<file path="src/rtl/wb_classic_initiator.sv">
// Single-outstanding Wishbone B3 classic initiator: valid/ready command in, one bus cycle out,
// read data or timeout error returned on a valid/ready response stream.
module wb_classic_initiator #(
  parameter int unsigned TIMEOUT_CYCLES = 255,
  parameter int unsigned CNT_W          = 8
) (
  input  logic        wb_clk_i,
  input  logic        wb_rst_ni,
  input  logic        cmd_valid_i,
  output logic        cmd_ready_o,
  input  logic        cmd_we_i,
  input  logic [31:0] cmd_adr_i,
  input  logic [31:0] cmd_dat_i,
  input  logic [3:0]  cmd_sel_i,
  output logic        rsp_valid_o,
  input  logic        rsp_ready_i,
  output logic [31:0] rsp_dat_o,
  output logic        rsp_err_o,
  output logic        wbm_cyc_o,
  output logic        wbm_stb_o,
  output logic        wbm_we_o,
  output logic [31:0] wbm_adr_o,
  output logic [31:0] wbm_dat_o,
  output logic [3:0]  wbm_sel_o,
  input  logic [31:0] wbm_dat_i,
  input  logic        wbm_ack_i
);

  typedef enum logic [1:0] {IDLE, BUS, RESP} state_e;

  // Counter value seen on the edge that ends the TIMEOUT_CYCLES-th unacknowledged cycle.
  localparam logic [CNT_W-1:0] CNT_LAST = CNT_W'(TIMEOUT_CYCLES - 1);
  localparam bit               TIMEOUT_EN = (TIMEOUT_CYCLES != 0);

  state_e            state_q, state_d;
  logic [CNT_W-1:0]  cnt_q, cnt_d;
  logic              cmd_ready_q, cmd_ready_d;
  logic              cyc_q, cyc_d;
  logic              we_q, we_d;
  logic [31:0]       adr_q, adr_d;
  logic [31:0]       dat_q, dat_d;
  logic [3:0]        sel_q, sel_d;
  logic              rsp_valid_q, rsp_valid_d;
  logic              rsp_err_q, rsp_err_d;
  logic [31:0]       rsp_dat_q, rsp_dat_d;

  always_comb begin
    // NOTE: every signal gets its hold value first so no path through the case infers a latch.
    state_d     = state_q;
    cnt_d       = cnt_q;
    cyc_d       = cyc_q;
    we_d        = we_q;
    adr_d       = adr_q;
    dat_d       = dat_q;
    sel_d       = sel_q;
    rsp_valid_d = rsp_valid_q;
    rsp_err_d   = rsp_err_q;
    rsp_dat_d   = rsp_dat_q;

    unique case (state_q)
      IDLE: begin
        if (cmd_valid_i && cmd_ready_q) begin
          we_d    = cmd_we_i;
          adr_d   = cmd_adr_i;
          dat_d   = cmd_dat_i;
          sel_d   = cmd_sel_i;
          cyc_d   = 1'b1;
          cnt_d   = '0;
          state_d = BUS;
        end
      end
      BUS: begin
        if (wbm_ack_i) begin
          cyc_d       = 1'b0;
          rsp_valid_d = 1'b1;
          rsp_err_d   = 1'b0;
          rsp_dat_d   = we_q ? 32'h0 : wbm_dat_i;
          state_d     = RESP;
        end else if (TIMEOUT_EN && (cnt_q == CNT_LAST)) begin
          cyc_d       = 1'b0;
          rsp_valid_d = 1'b1;
          rsp_err_d   = 1'b1;
          rsp_dat_d   = 32'h0;
          state_d     = RESP;
        end else if (cnt_q != '1) begin
          cnt_d = cnt_q + CNT_W'(1);
        end
      end
      RESP: begin
        if (rsp_ready_i) begin
          rsp_valid_d = 1'b0;
          state_d     = IDLE;
        end
      end
      default: state_d = IDLE;
    endcase

    // Ready is registered, so it reflects the state being entered on this edge.
    cmd_ready_d = (state_d == IDLE);
  end

  // NOTE: state registers use non-blocking assignments so all flops update from pre-edge values.
  always_ff @(posedge wb_clk_i or negedge wb_rst_ni) begin
    if (!wb_rst_ni) begin
      state_q     <= IDLE;
      cnt_q       <= '0;
      cmd_ready_q <= 1'b0;
      cyc_q       <= 1'b0;
      we_q        <= 1'b0;
      adr_q       <= 32'h0;
      dat_q       <= 32'h0;
      sel_q       <= 4'h0;
      rsp_valid_q <= 1'b0;
      rsp_err_q   <= 1'b0;
      rsp_dat_q   <= 32'h0;
    end else begin
      state_q     <= state_d;
      cnt_q       <= cnt_d;
      cmd_ready_q <= cmd_ready_d;
      cyc_q       <= cyc_d;
      we_q        <= we_d;
      adr_q       <= adr_d;
      dat_q       <= dat_d;
      sel_q       <= sel_d;
      rsp_valid_q <= rsp_valid_d;
      rsp_err_q   <= rsp_err_d;
      rsp_dat_q   <= rsp_dat_d;
    end
  end

  assign cmd_ready_o = cmd_ready_q;
  assign wbm_cyc_o   = cyc_q;
  assign wbm_stb_o   = cyc_q;
  assign wbm_we_o    = we_q;
  assign wbm_adr_o   = adr_q;
  assign wbm_dat_o   = dat_q;
  assign wbm_sel_o   = sel_q;
  assign rsp_valid_o = rsp_valid_q;
  assign rsp_err_o   = rsp_err_q;
  assign rsp_dat_o   = rsp_dat_q;

endmodule
</file>
<file path="config.mk">
export PLATFORM = sky130hd
export DESIGN_NAME = wb_classic_initiator
export DESIGN_NICKNAME = d
export VERILOG_FILES = /design/src/rtl/wb_classic_initiator.sv
export SDC_FILE = /design/constraint.sdc
export NUM_CORES = 1
export LEC_CHECK = 0
export CORE_MARGIN = 4
export CORE_UTILIZATION = 41
export DETAILED_ROUTE_END_ITERATION = 8
export PLACE_DENSITY = 0.8
export SKIP_CTS_REPAIR_TIMING = 1
export SYNTH_ARGS = -nofsm -noshare
export SYNTH_HDL_FRONTEND = slang
export SYNTH_SLANG_ARGS = --single-unit
</file>
<file path="constraint.sdc">
create_clock -name wb_clk_i -period 2.09 [get_ports wb_clk_i]
set_clock_uncertainty 0.15 [all_clocks]
set_input_delay 0.209 -clock wb_clk_i [delete_from_list [all_inputs] [get_ports wb_clk_i]]
set_output_delay 0.209 -clock wb_clk_i [all_outputs]
set_load 0.02 [all_outputs]
</file>
[Word level (Yosys, flattened, before mapping)]
Index checks and enable logic that the tools add are counted.
Word-level totals
  register bits after elaboration: 115
  logic and storage cells: 55
Cells by class
  add/subtract/negate cells: 1
  eq/ne operators: 10
  mux-type cells: 22
  reductions and logical operators: 11
Operators with widths (count)
  $mux 32: 3
  $mux 8: 4
  $pmux 8 s2: 1
  $ne 2x2->1 const B: 5
  $add 8x1->8 const B: 1
  $eq 8x8->1 const B: 1
  $mux 2: 4
  $ne 8x8->1 const B: 1
  $mux 1: 7
  $pmux 2 s3: 1
  $reduce_and 3->1: 2
  $reduce_bool 2->1: 3
  $reduce_and 5->1: 1
  $logic_not 2->1: 2
  $pmux 1 s2: 2
  $reduce_and 2->1: 2
  $ne 3x3->1 const B: 1
  $eq 2x1->1 const B: 1
  $eq 2x2->1 const B: 1
  $logic_and 1x1->1: 1

[Logic depth before layout (Yosys ltp)]
  depth after elaboration: 5
  gate-level depth with buffers: 7

[Worst setup path after synthesis]
OpenSTA, ideal clock, no wires.
  kind: flip-flop to flip-flop
  start point: register cnt_q[0]
  end point: register cnt_q[1]
  setup time: 128 ps
  arrival time: 1587 ps
  path slack: 225 ps
  stages on the path, launching flop included: 7
  path buffers: 1
  cell sequence: dfrtp_1 -> ha_1 -> and3_1 -> and3_1 -> buf_2 -> a21oi_2 -> mux2_1
Between the ends
  word-level cells in the longest chain between the ends: 5
RTL lines
  start, declared: line 36  | logic [CNT_W-1:0] cnt_q, cnt_d;
  start signal, assigned: line 118  | cnt_q <= cnt_d;
  $add 8x1->8: line 86  | cnt_d = cnt_q + CNT_W'(1);
  $mux 8: line 85  | end else if (cnt_q != '1) begin
  $mux 8: line 79  | end else if (TIMEOUT_EN && (cnt_q == CNT_LAST)) begin
  $mux 8: line 73  | if (wbm_ack_i) begin
  $pmux 8 s2: line 60  | unique case (state_q)
Several ways; a longest one is shown, not always the timed one. The select of a mux whose other input is x is not followed.
A chain may end at the register's enable or synchronous reset.

[Final worst setup path]
Same ends and word-level chain as after synthesis.

==> flow_metrics.env <==
export IMPL_hp_start="cmd_adr_i[8]"
export IMPL_place_gp_congestion=0.867
export IMPL_initialDrtViolationCount=180
export IMPL_final_cells=806
export IMPL_synth_cell_types=35
export IMPL_first_global_vias=4122
export IMPL_syn_cell_area_mm2=0.00450
export IMPL_finalNetCount=765
export IMPL_fp_row_count=37
export IMPL_r2r_slack_ns=0.11
export IMPL_io_pins=212
export IMPL_setup_violations=0
export IMPL_ys_ff_latch=115
export IMPL_cts_made_buffers=17
export IMPL_io_buffers=211
export IMPL_whs_path_depth=3
export IMPL_maxSlewViolCount=0
export IMPL_fp_dieArea_mm2=0.0127
export IMPL_ir_drop_mv=1.11
export IMPL_postPlaceCellArea_mm2=0.00676
export IMPL_ff2ff_path_depth=5
export IMPL_start_kind="flop"
export IMPL_rsz0062_at_grt="false"
export IMPL_pwr_share_clk_pct=23.0
export IMPL_grt_max_degree=116
export IMPL_syn2layout_area_growth_pct=62.9
export IMPL_post_route_period_util_pct=94.9
export IMPL_via_per_inst=4.94
export IMPL_combPwrFrac_pct=44.6
export IMPL_leakagePower_nw=3.46
export IMPL_arrival_ns=2.23
export IMPL_cap_violations=0
export IMPL_hpwl_um=9100
export IMPL_r2r_end="cnt_q[1]"
export IMPL_wirelength_um=13000
export IMPL_finalHoldViolCount=0
export IMPL_cts_htree_levels=4
export IMPL_drive_gt1_share_pct=6.87
export IMPL_overflow=0
export IMPL_fp_dieW_um=113
export IMPL_initial_core_util_pct=42.8
export IMPL_dr_pass1_iters=4
export IMPL_insertion_delay_ns=0.52
export IMPL_vias=3985
export IMPL_yosysWarnings=0
export IMPL_clockBufferDepth=2
export IMPL_postLayoutCellArea_mm2=0.00732
export IMPL_required_ns=2.34
export IMPL_grt_first_pass_wirelength_um=21200
export IMPL_drc_errors=0
export IMPL_fp_coreArea_mm2=0.0105
export IMPL_p_per_area_mw_per_mm2=1580
export IMPL_antenna_cells=0
export IMPL_crit_type="flop to flop"
export IMPL_hold_path_class="primary input to flop"
export IMPL_min_to="wbm_adr_o[8]"
export IMPL_cts_sinks=115
export IMPL_slew_headroom_pct=59.7
export IMPL_p_switching_mw=4.33
export IMPL_antenna_found_initial=0
export IMPL_root_buffer="clkbuf_8"
export IMPL_cts_tree="built"
export IMPL_syn_nets=554
export IMPL_drt_wirelength_per_cell_um=16.1
export IMPL_postRouteAntennaNets=0
export IMPL_seqPwrFrac_pct=32.4
export IMPL_gr_usage_all_layers_pct=21.2
export IMPL_syn_avg_cell_area_um2=10.1
export IMPL_fmax_mhz=504
export IMPL_clk_pin_slew_ns=0.06
export IMPL_critPathMaxFanout=6
export IMPL_dp_cells=773
export IMPL_worst_pin_slew_ns=0.604
export IMPL_status="completed"
export IMPL_rr_startpoint="cnt_q[0]"
export IMPL_die_y_um=113
export IMPL_switching_share_pct=37.4
export IMPL_ys_seq_area_share_pct=64.0
export IMPL_end_kind="flop"
export IMPL_power_internal_mw=7.24
export IMPL_period_minus_slack_ns=1.98
export IMPL_syn_instance_count=446
export IMPL_fin_setup_tns_ns=0
-- worst max-delay path, cell delays in order, from the launching register on --
cell	delay, ns
dfrtp_1	0.41
ha_1	0.25
and3_1	0.22
and3_1	0.26
a21oi_2	0.23
mux2_1	0.35
-- power by group through the flow --
stage                     logic [mW]  clock network (mW)  registers, mW
after floorplan                 1.50                   0           4.83
after global placement          5.08                   0           3.73
after detailed placement        5.21                   0           3.77
after CTS                       5.23                2.71           3.76
after global routing            5.55                2.84           3.88
final                           5.16                2.66           3.75
-- layout make-up --
cell class	instances	area, um2
Clock buffer	19	442
Clock inverter	13	110
Fill cell	805	3180
Inverter	7	26.3
Multi-Input combinational cell	298	1470
Sequential cell	115	2880
Tap cell	136	170
Timing Repair Buffer	218	2230
-- cell usage in the layout (no fill, tap or decap), types with 2 or more instances in the layout --
| cell type | Yosys | layout |
|---|---|---|
| dfrtp_1 | 115 | 115 |
| clkbuf_8 | 0 | 3 |
| inv_1 | 7 | 7 |
| and3_1 | 4 | 3 |
| buf_4 | 1 | 2 |
| buf_12 | 0 | 5 |
| clkbuf_16 | 0 | 16 |
| o22ai_1 | 3 | 3 |
| a22o_1 | 32 | 32 |
| nand3_1 | 9 | 8 |
| clkinv_2 | 0 | 5 |
| ha_1 | 2 | 2 |
| clkdlybuf4s50_1 | 0 | 210 |
| and4_1 | 2 | 2 |
| nand2b_1 | 3 | 3 |
| nor2_1 | 6 | 6 |
| nand2_1 | 211 | 211 |
| a211oi_1 | 2 | 2 |
| clkinvlp_4 | 0 | 5 |
| o21ai_0 | 4 | 4 |
| a21oi_1 | 3 | 3 |
-- flip-flops by register name, indices dropped and copies added (netlist names) --
register     count
rsp_dat_o       32
wbm_adr_o       32
wbm_dat_o       32
cnt_q            8
wbm_sel_o        4
state_q          2
cmd_ready_o      1
rsp_err_o        1
rsp_valid_o      1
wbm_cyc_o        1
wbm_we_o         1
-- kinds of logic after synthesis --
group / after synthesis / share of synthesized area (%)
AO/OA/AOI/OAI: 55 / 10.2
adder cells (fa/ha/maj): 2 / 0.557
buffers and inverters: 33 / 3.53
flip-flops: 115 / 64.0
multiplexers: 1 / 0.250
AND/OR/NAND/NOR: 240 / 21.5
-- routing by layer --
metal / wire [um] / up-vias / share of wire (%) / track usage (%)
met5: 0 / - / 0 / 0
met4: 279 / 0 / 2.2 / 7.45
li1: - / 1886 / - / -
met1: 4820 / 1908 / 37 / 23.7
met3: 1200 / 25 / 9.3 / 9.47
met2: 6660 / 166 / 51 / 35.9
-- worst max-delay path by stage --
stage	from	to	slack, ns	cells past startpoint
after floorplan	cnt_q[0]	cnt_q[1]	0.22	6
after global placement	cnt_q[0]	cnt_q[1]	0.23	5
after detailed placement	cnt_q[0]	cnt_q[1]	0.15	5
after CTS	wbm_we_o	wbm_we_o	0.09	1
after global routing	cnt_q[1]	cnt_q[1]	0.02	5
final	cnt_q[0]	cnt_q[1]	0.11	5
-- synthesized netlist by cell type --
master | instances | area, um2
mux2_1 | 1 | 11.3
nand2_1 | 211 | 792
buf_4 | 1 | 7.51
dfrtp_1 | 115 | 2880
o31ai_1 | 1 | 7.51
o21a_1 | 1 | 7.51
a21oi_1 | 3 | 15.0
a211oi_1 | 2 | 15.0
a21oi_2 | 1 | 8.76
nand3_1 | 9 | 45.0
a221oi_1 | 1 | 8.76
and3_1 | 4 | 25.0
and4_1 | 2 | 17.5
o21ai_2 | 1 | 8.76
and2b_1 | 1 | 7.51
nor3_2 | 1 | 10.0
a32o_1 | 1 | 10.0
o211ai_1 | 1 | 7.51
o21ai_0 | 4 | 20.0
or4_1 | 1 | 7.51
buf_6 | 2 | 22.5
a221o_1 | 1 | 10.0
nor2_1 | 6 | 22.5
a311oi_1 | 1 | 8.76
nand4_2 | 1 | 12.5
a22o_1 | 32 | 280
nand2b_1 | 3 | 18.8
ha_1 | 2 | 25.0
inv_1 | 7 | 26.3
o22ai_1 | 3 | 18.8
buf_2 | 13 | 65.1
o211ai_4 | 1 | 21.3
o211a_1 | 1 | 10.0
clkbuf_1 | 10 | 37.5
nand4_1 | 1 | 6.26
-- stage by stage --
stage,hold WS (ns),setup slack [ns],util (%),total power [mW]
CTS,-0.353,0.0905,69.6,11.7
finish,0.0658,0.106,69.7,11.6
global route,0.0453,0.0191,69.7,12.3
global placement,0.194,0.228,64.4,8.81
floorplan,-0.237,0.225,-,6.34
detailed placement,0.202,0.150,64.4,8.98
Note: power is estimated with default switching activity, not from simulation.
